`src/rtl/cmd_queue_if.sv`:
```
// rtl/cmd_queue_if.sv - UART-side command/response and consumer-side handshake bundle for cmd_queue
interface cmd_queue_if #(
    parameter int DEPTH = 4
);
    localparam int CW = $clog2(DEPTH) + 1;

    logic [15:0]   cmd_in;
    logic          cmd_rdy;
    logic          clr_cmd_rdy;
    logic [15:0]   cmd;
    logic          cmd_vld;
    logic          cmd_pop;
    logic          cmd_done;
    logic [7:0]    resp;
    logic          trmt;
    logic          tx_done;
    logic [CW-1:0] count;
    logic          overflow;

    modport slave (
        input  cmd_in, cmd_rdy, cmd_pop, cmd_done, tx_done,
        output clr_cmd_rdy, cmd, cmd_vld, resp, trmt, count, overflow
    );

    modport master (
        output cmd_in, cmd_rdy, cmd_pop, cmd_done, tx_done,
        input  clr_cmd_rdy, cmd, cmd_vld, resp, trmt, count, overflow
    );
endinterface

```
`src/rtl/cmd_queue.sv`:
```
// rtl/cmd_queue.sv - command FIFO between UART_wrapper and command processor with ACK/NACK responder
module cmd_queue #(
    parameter int         DEPTH     = 4,
    parameter logic [7:0] ACK_RESP  = 8'hA5,
    parameter logic [7:0] NACK_RESP = 8'hEE
) (
    input  logic      clk,
    input  logic      rst,
    cmd_queue_if.slave bus
);
    localparam int PW = $clog2(DEPTH);
    localparam int CW = PW + 1;
    localparam int RW = PW + 2;

    typedef enum logic [1:0] {S_IDLE, S_TRMT, S_WAIT} state_t;

    logic [15:0]   r_mem [DEPTH];
    logic [PW-1:0] r_wr_ptr;
    logic [PW-1:0] r_rd_ptr;
    logic [CW-1:0] r_count;
    logic          r_clr_cmd_rdy;
    logic          r_cap_vld;
    logic [15:0]   r_cap_data;
    logic          r_overflow;
    logic [RW-1:0] r_ack_cnt;
    logic [RW-1:0] r_nack_cnt;
    logic [7:0]    r_resp;
    logic          r_trmt;
    state_t        r_state;

    logic   w_capture;
    logic   w_full;
    logic   w_pop;
    logic   w_push;
    logic   w_drop;
    logic   w_ld_ack;
    logic   w_ld_nack;
    state_t w_next;

    // The guard keeps the still-high cmd_rdy from re-capturing during the clear cycle.
    assign w_capture = bus.cmd_rdy && !r_clr_cmd_rdy;
    assign w_full    = (r_count == CW'(DEPTH));
    assign w_pop     = bus.cmd_pop && (r_count != '0);
    // The staged command is stored one cycle after capture; a pop in that cycle frees a full slot.
    assign w_push    = r_cap_vld && (!w_full || w_pop);
    assign w_drop    = r_cap_vld && w_full && !w_pop;

    function automatic logic [RW-1:0] upd_cnt(input logic [RW-1:0] cnt,
                                              input logic inc, input logic dec);
        logic [RW-1:0] res;
        res = cnt;
        if (inc && !dec && (cnt != {RW{1'b1}}))
            res = cnt + RW'(1);
        else if (dec && !inc)
            res = cnt - RW'(1);
        return res;
    endfunction

    always_ff @(posedge clk) begin
        if (w_push)
            r_mem[r_wr_ptr] <= r_cap_data;
    end

    always_ff @(posedge clk) begin
        if (rst) begin
            r_wr_ptr      <= '0;
            r_rd_ptr      <= '0;
            r_count       <= '0;
            r_clr_cmd_rdy <= 1'b0;
            r_cap_vld     <= 1'b0;
            r_cap_data    <= '0;
            r_overflow    <= 1'b0;
        end else begin
            r_clr_cmd_rdy <= w_capture;
            r_cap_vld     <= w_capture;
            if (w_capture)
                r_cap_data <= bus.cmd_in;
            if (w_push)
                r_wr_ptr <= r_wr_ptr + PW'(1);
            if (w_pop)
                r_rd_ptr <= r_rd_ptr + PW'(1);
            case ({w_push, w_pop})
                2'b10:   r_count <= r_count + CW'(1);
                2'b01:   r_count <= r_count - CW'(1);
                default: r_count <= r_count;
            endcase
            if (w_drop)
                r_overflow <= 1'b1;
        end
    end

    always_comb begin
        w_next    = r_state;
        w_ld_ack  = 1'b0;
        w_ld_nack = 1'b0;
        case (r_state)
            S_IDLE: begin
                if (r_nack_cnt != '0) begin
                    w_ld_nack = 1'b1;
                    w_next    = S_TRMT;
                end else if (r_ack_cnt != '0) begin
                    w_ld_ack = 1'b1;
                    w_next   = S_TRMT;
                end
            end
            // tx_done may still be high from the previous byte, so it is ignored here.
            S_TRMT:  w_next = S_WAIT;
            S_WAIT:  if (bus.tx_done) w_next = S_IDLE;
            default: w_next = S_IDLE;
        endcase
    end

    always_ff @(posedge clk) begin
        if (rst) begin
            r_state    <= S_IDLE;
            r_trmt     <= 1'b0;
            r_resp     <= 8'h00;
            r_ack_cnt  <= '0;
            r_nack_cnt <= '0;
        end else begin
            r_state    <= w_next;
            r_trmt     <= (w_next == S_TRMT);
            if (w_ld_nack)
                r_resp <= NACK_RESP;
            else if (w_ld_ack)
                r_resp <= ACK_RESP;
            r_ack_cnt  <= upd_cnt(r_ack_cnt, bus.cmd_done, w_ld_ack);
            r_nack_cnt <= upd_cnt(r_nack_cnt, w_drop, w_ld_nack);
        end
    end

    assign bus.clr_cmd_rdy = r_clr_cmd_rdy;
    assign bus.cmd         = r_mem[r_rd_ptr];
    assign bus.cmd_vld     = (r_count != '0);
    assign bus.count       = r_count;
    assign bus.overflow    = r_overflow;
    assign bus.resp        = r_resp;
    assign bus.trmt        = r_trmt;
endmodule

```
`src/flat_wrapper.sv`:
```
// flat-port wrapper written by rule: the top's interface ports become plain ports
module cmd_queue_flat 
#(
    parameter int         DEPTH     = 4,
    parameter logic [7:0] ACK_RESP  = 8'hA5,
    parameter logic [7:0] NACK_RESP = 8'hEE
)
  (clk, rst, bus_cmd_in, bus_cmd_rdy, bus_cmd_pop, bus_cmd_done, bus_tx_done, bus_clr_cmd_rdy, bus_cmd, bus_cmd_vld, bus_resp, bus_trmt, bus_count, bus_overflow);
  cmd_queue_if #(.DEPTH(DEPTH)) bus_i ();
  input  logic clk;
  input  logic rst;
  input wire logic [$bits(bus_i.cmd_in)-1:0] bus_cmd_in;
  input wire logic [$bits(bus_i.cmd_rdy)-1:0] bus_cmd_rdy;
  input wire logic [$bits(bus_i.cmd_pop)-1:0] bus_cmd_pop;
  input wire logic [$bits(bus_i.cmd_done)-1:0] bus_cmd_done;
  input wire logic [$bits(bus_i.tx_done)-1:0] bus_tx_done;
  output wire logic [$bits(bus_i.clr_cmd_rdy)-1:0] bus_clr_cmd_rdy;
  output wire logic [$bits(bus_i.cmd)-1:0] bus_cmd;
  output wire logic [$bits(bus_i.cmd_vld)-1:0] bus_cmd_vld;
  output wire logic [$bits(bus_i.resp)-1:0] bus_resp;
  output wire logic [$bits(bus_i.trmt)-1:0] bus_trmt;
  output wire logic [$bits(bus_i.count)-1:0] bus_count;
  output wire logic [$bits(bus_i.overflow)-1:0] bus_overflow;
  assign bus_i.cmd_in = bus_cmd_in;
  assign bus_i.cmd_rdy = bus_cmd_rdy;
  assign bus_i.cmd_pop = bus_cmd_pop;
  assign bus_i.cmd_done = bus_cmd_done;
  assign bus_i.tx_done = bus_tx_done;
  assign bus_clr_cmd_rdy = bus_i.clr_cmd_rdy;
  assign bus_cmd = bus_i.cmd;
  assign bus_cmd_vld = bus_i.cmd_vld;
  assign bus_resp = bus_i.resp;
  assign bus_trmt = bus_i.trmt;
  assign bus_count = bus_i.count;
  assign bus_overflow = bus_i.overflow;
  cmd_queue #(.DEPTH(DEPTH), .ACK_RESP(ACK_RESP), .NACK_RESP(NACK_RESP)) u_core (.clk(clk), .rst(rst), .bus(bus_i));
endmodule
```
`config.mk`:
```
export PLATFORM = sky130hd
export DESIGN_NAME = cmd_queue_flat
export DESIGN_NICKNAME = d
export VERILOG_FILES = /design/src/rtl/cmd_queue_if.sv /design/src/rtl/cmd_queue.sv /design/src/flat_wrapper.sv
export SDC_FILE = /design/constraint.sdc
export NUM_CORES = 1
export LEC_CHECK = 0
export CAP_MARGIN = 0
export CORE_MARGIN = 2
export CORE_UTILIZATION = 40
export CTS_BUF_LIST = sky130_fd_sc_hd__clkbuf_16
export CTS_CLUSTER_DIAMETER = 40
export DETAILED_ROUTE_END_ITERATION = 16
export DONT_BUFFER_PORTS = 1
export SETUP_SLACK_MARGIN = 0.15
export SYNTH_ARGS = -nofsm -noshare
export SYNTH_HDL_FRONTEND = slang
export SYNTH_SLANG_ARGS = --single-unit
```
`constraint.sdc`:
```
create_clock -name clk -period 3.8 [get_ports clk]
set_input_delay 1.14 -clock clk [delete_from_list [all_inputs] [get_ports clk]]
set_output_delay 1.14 -clock clk [all_outputs]
set_load 0.01 [all_outputs]
```
==> impl_metrics.env <==
export IMPL_routed_wl_um=7600
export IMPL_drv_slew=0
export IMPL_min_period_over_period=0.785
export IMPL_numPortBuffers=0
export IMPL_io_pins=53
export IMPL_postCtsHoldBufs=0
export IMPL_peakVddDrop_uv=351
export IMPL_status="finished, final reports clean"
export IMPL_regToRegSetupSlack_ps=840
export IMPL_synthToLayoutAreaGrowth_pct=9.99
export IMPL_synth_fp_nets=337
export IMPL_synth_cell_types=42
export IMPL_cts_tree="yes"
export IMPL_cts_resized=0
export IMPL_core_area_um2=10300
export IMPL_track_usage=0.143
export IMPL_synth_seq_cells=105
export IMPL_rsz0062_at_grt="no"
export IMPL_htreeDepth=3
export IMPL_cts_buffers=9
export IMPL_crit_fanout=11
export IMPL_die_y_um=107
export IMPL_grt_overflow=0
export IMPL_cpPeakStageDelay_ps=590
export IMPL_hold_class="reg2reg"
export IMPL_drt_iter0_drc=136
export IMPL_clk_latency_ps=340
export IMPL_vias=2261
export IMPL_antenna_cells=0
export IMPL_dr_pass1_iters=4
export IMPL_dieArea_um2=11400
export IMPL_hold_violations=0
export IMPL_grt_max_degree=46
export IMPL_clock_root_buffer="clkbuf_16"
export IMPL_relSlewSlack=0.436
export IMPL_yosys_warnings=0
export IMPL_layout_commonest_cell="edfxtp_1"
export IMPL_avgSynthCellArea_um2=13.9
export IMPL_crit_path_top_delay_cell="mux4_2"
export IMPL_drv_cap=0
export IMPL_fin_skew_ps=6.40
export IMPL_syn_inst=303
export IMPL_hold_start="u_core.r_cap_data[2]$_SDFFE_PP0P_"
export IMPL_setup_violations=0
export IMPL_worstSetupEndpointType="primary output"
export IMPL_critPathRequiredTime_ps=2660
export IMPL_die_x_um=107
export IMPL_num_nets_final=336
export IMPL_synth_top_area_frac=0.455
export IMPL_worstSetupStartpointType="register"
export IMPL_p_leak_nw=1.60
export IMPL_gp_congestion=0.804
export IMPL_r2r_start="u_core.r_nack_cnt[0]$_SDFFE_PP0P_"
export IMPL_drc=0
export IMPL_clockBufferDepth=2
export IMPL_numClockSinks=105
export IMPL_tightest_slew_ps=844
export IMPL_worstPathCellList="buf_4 > mux4_2"
export IMPL_clk_pin_slew_worst_paths_ps=70
export IMPL_grt_antenna_before_repair=0
export IMPL_layout_common_cells="edfxtp_1 (64), dfxtp_1 (41), nand2_1 (37), a21oi_1 (27), nor2_1 (17)"
export IMPL_vias_per_cell=5.10
export IMPL_ys_seq_area_frac=0.650
export IMPL_post_cts_setup_buffers=0
export IMPL_grt_pass1_wl_um=12200
export IMPL_post_synth_main_area_contributors="edfxtp_1 (46%), dfxtp_1 (19%), mux4_2 (8.5%)"
export IMPL_drt_wirelength_per_cell_um=17.2
export IMPL_synth_area_leader_cell="edfxtp_1"
export IMPL_place_detailed_hpwl_um=4800
export IMPL_grt_pass1_vias=2369
export IMPL_period_minus_slack_ps=2980
export IMPL_fmax_mhz=335
export IMPL_power_per_cell_area_nw_per_um2=675
export IMPL_rows=37
export IMPL_tns_ps=0
export IMPL_drtAntennaViolNets=0
export IMPL_worstSetupPathType="reg2out"
export IMPL_drive_gt1_frac=0.153
export IMPL_utilization=0.452
export IMPL_syn_area_um2=4220
export IMPL_cp_arrival_ps=1840
export IMPL_initial_utilization=0.411
[registers in the layout (all words and copies together), names as in the netlist, named ones only]
| signal | count |
|---|---|
| u_core.bus.clr_cmd_rdy | 1 |
| u_core.bus.resp | 3 |
| u_core.bus.count | 3 |
| u_core.r_cap_data | 16 |
| u_core.r_wr_ptr | 2 |
| u_core.r_mem | 64 |
| u_core.bus.overflow | 1 |
| u_core.r_state | 2 |
| u_core.bus.trmt | 1 |
| u_core.r_rd_ptr | 2 |
| u_core.r_ack_cnt | 4 |
| u_core.r_nack_cnt | 4 |
[Yosys cell counts (all sizes together)]
| library cell | number |
|---|---|
| nor3 | 4 |
| nor2 | 17 |
| conb | 1 |
| nor2b | 6 |
| and3 | 1 |
| mux2 | 4 |
| nand2 | 37 |
| and4 | 1 |
| nor4 | 3 |
| xor2 | 4 |
| a22oi | 1 |
| buf | 8 |
| xnor2 | 3 |
| fa | 3 |
| nand4 | 1 |
| and2 | 5 |
| or3 | 2 |
| mux4 | 16 |
| a31oi | 2 |
| or4 | 3 |
| ha | 9 |
| o311a | 2 |
| o31a | 1 |
| mux2i | 4 |
| edfxtp | 64 |
| a21o | 1 |
| nor3b | 1 |
| inv | 8 |
| a21oi | 27 |
| nor4b | 1 |
| a211oi | 1 |
| or2 | 1 |
| o21ai | 3 |
| clkbuf | 11 |
| nand2b | 3 |
| dfxtp | 41 |
| nand3 | 3 |
[power by group]
part / total (mW) / leakage, nW / internal [mW] / switching, mW
combinational: 0.759 / 0.526 / 0.365 / 0.395
sequential: 1.48 / 0.931 / 1.32 / 0.160
clock: 0.888 / 0.143 / 0.458 / 0.430
total: 3.13 / 1.60 / 2.15 / 0.985
[routing by layer]
| layer | track usage | routed length (um) | vias to the layer above |
|---|---|---|---|
| met5 | 0 | 0 | - |
| met4 | 0.0250 | 40 | 0 |
| met3 | 0.0523 | 406 | 4 |
| met2 | 0.254 | 3830 | 48 |
| met1 | 0.167 | 3330 | 1116 |
| li1 | - | - | 1093 |
[through the flow]
| step | worst slack [ps] | hold WS (ps) | instance area, um^2 | power [mW] | instances |
|---|---|---|---|---|---|
| finish | 819 | 493 | 4640 | 3.13 | 443 |
| global placement | 665 | 470 | 4350 | 2.25 | 427 |
| floorplan | 617 | 460 | 4220 | 2.15 | 303 |
| detailed placement | 643 | 485 | 4350 | 2.28 | 427 |
| CTS | 764 | 495 | 4640 | 3.17 | 443 |
| global route | 697 | 525 | 4640 | 3.31 | 443 |
[area by class of cell]
cell class | count | area, um^2
well taps | 136 | 170
repair buffers | 7 | 52.6
multi-input cells | 171 | 1360
fillers | 919 | 5640
clock buffers | 9 | 225
clock inverters | 7 | 65.1
inverters | 8 | 30.0
flip-flops and latches | 105 | 2740
[worst max-delay path, delay by kind of cell (launching register included)]
family / cells / cell delay (ps)
buf+inv: 1 / 340
flops: 1 / 570
mux: 1 / 590
[logic make-up after synthesis]
family,count (synthesis),share of synthesized area
AND/OR/NAND/NOR,89,0.106
AO/OA/AOI/OAI,38,0.0534
buffers and inverters,27,0.0288
flip-flops,105,0.650
multiplexers,24,0.106
XOR/XNOR,7,0.0145
other,1,0.000889
adder cells (fa/ha/maj),12,0.0409
[path summary, 6_finish.rpt]
path	to	depth (start not counted)
max	bus_cmd[2]	2
min	u_core.r_cap_data[2]$_SDFFE_PP0P_	2
max reg2reg	u_core.r_nack_cnt[3]$_SDFFE_PP0P_	8
min reg2reg	u_core.r_cap_data[2]$_SDFFE_PP0P_	2
No activity file was read; power rests on OpenSTA's default activity.
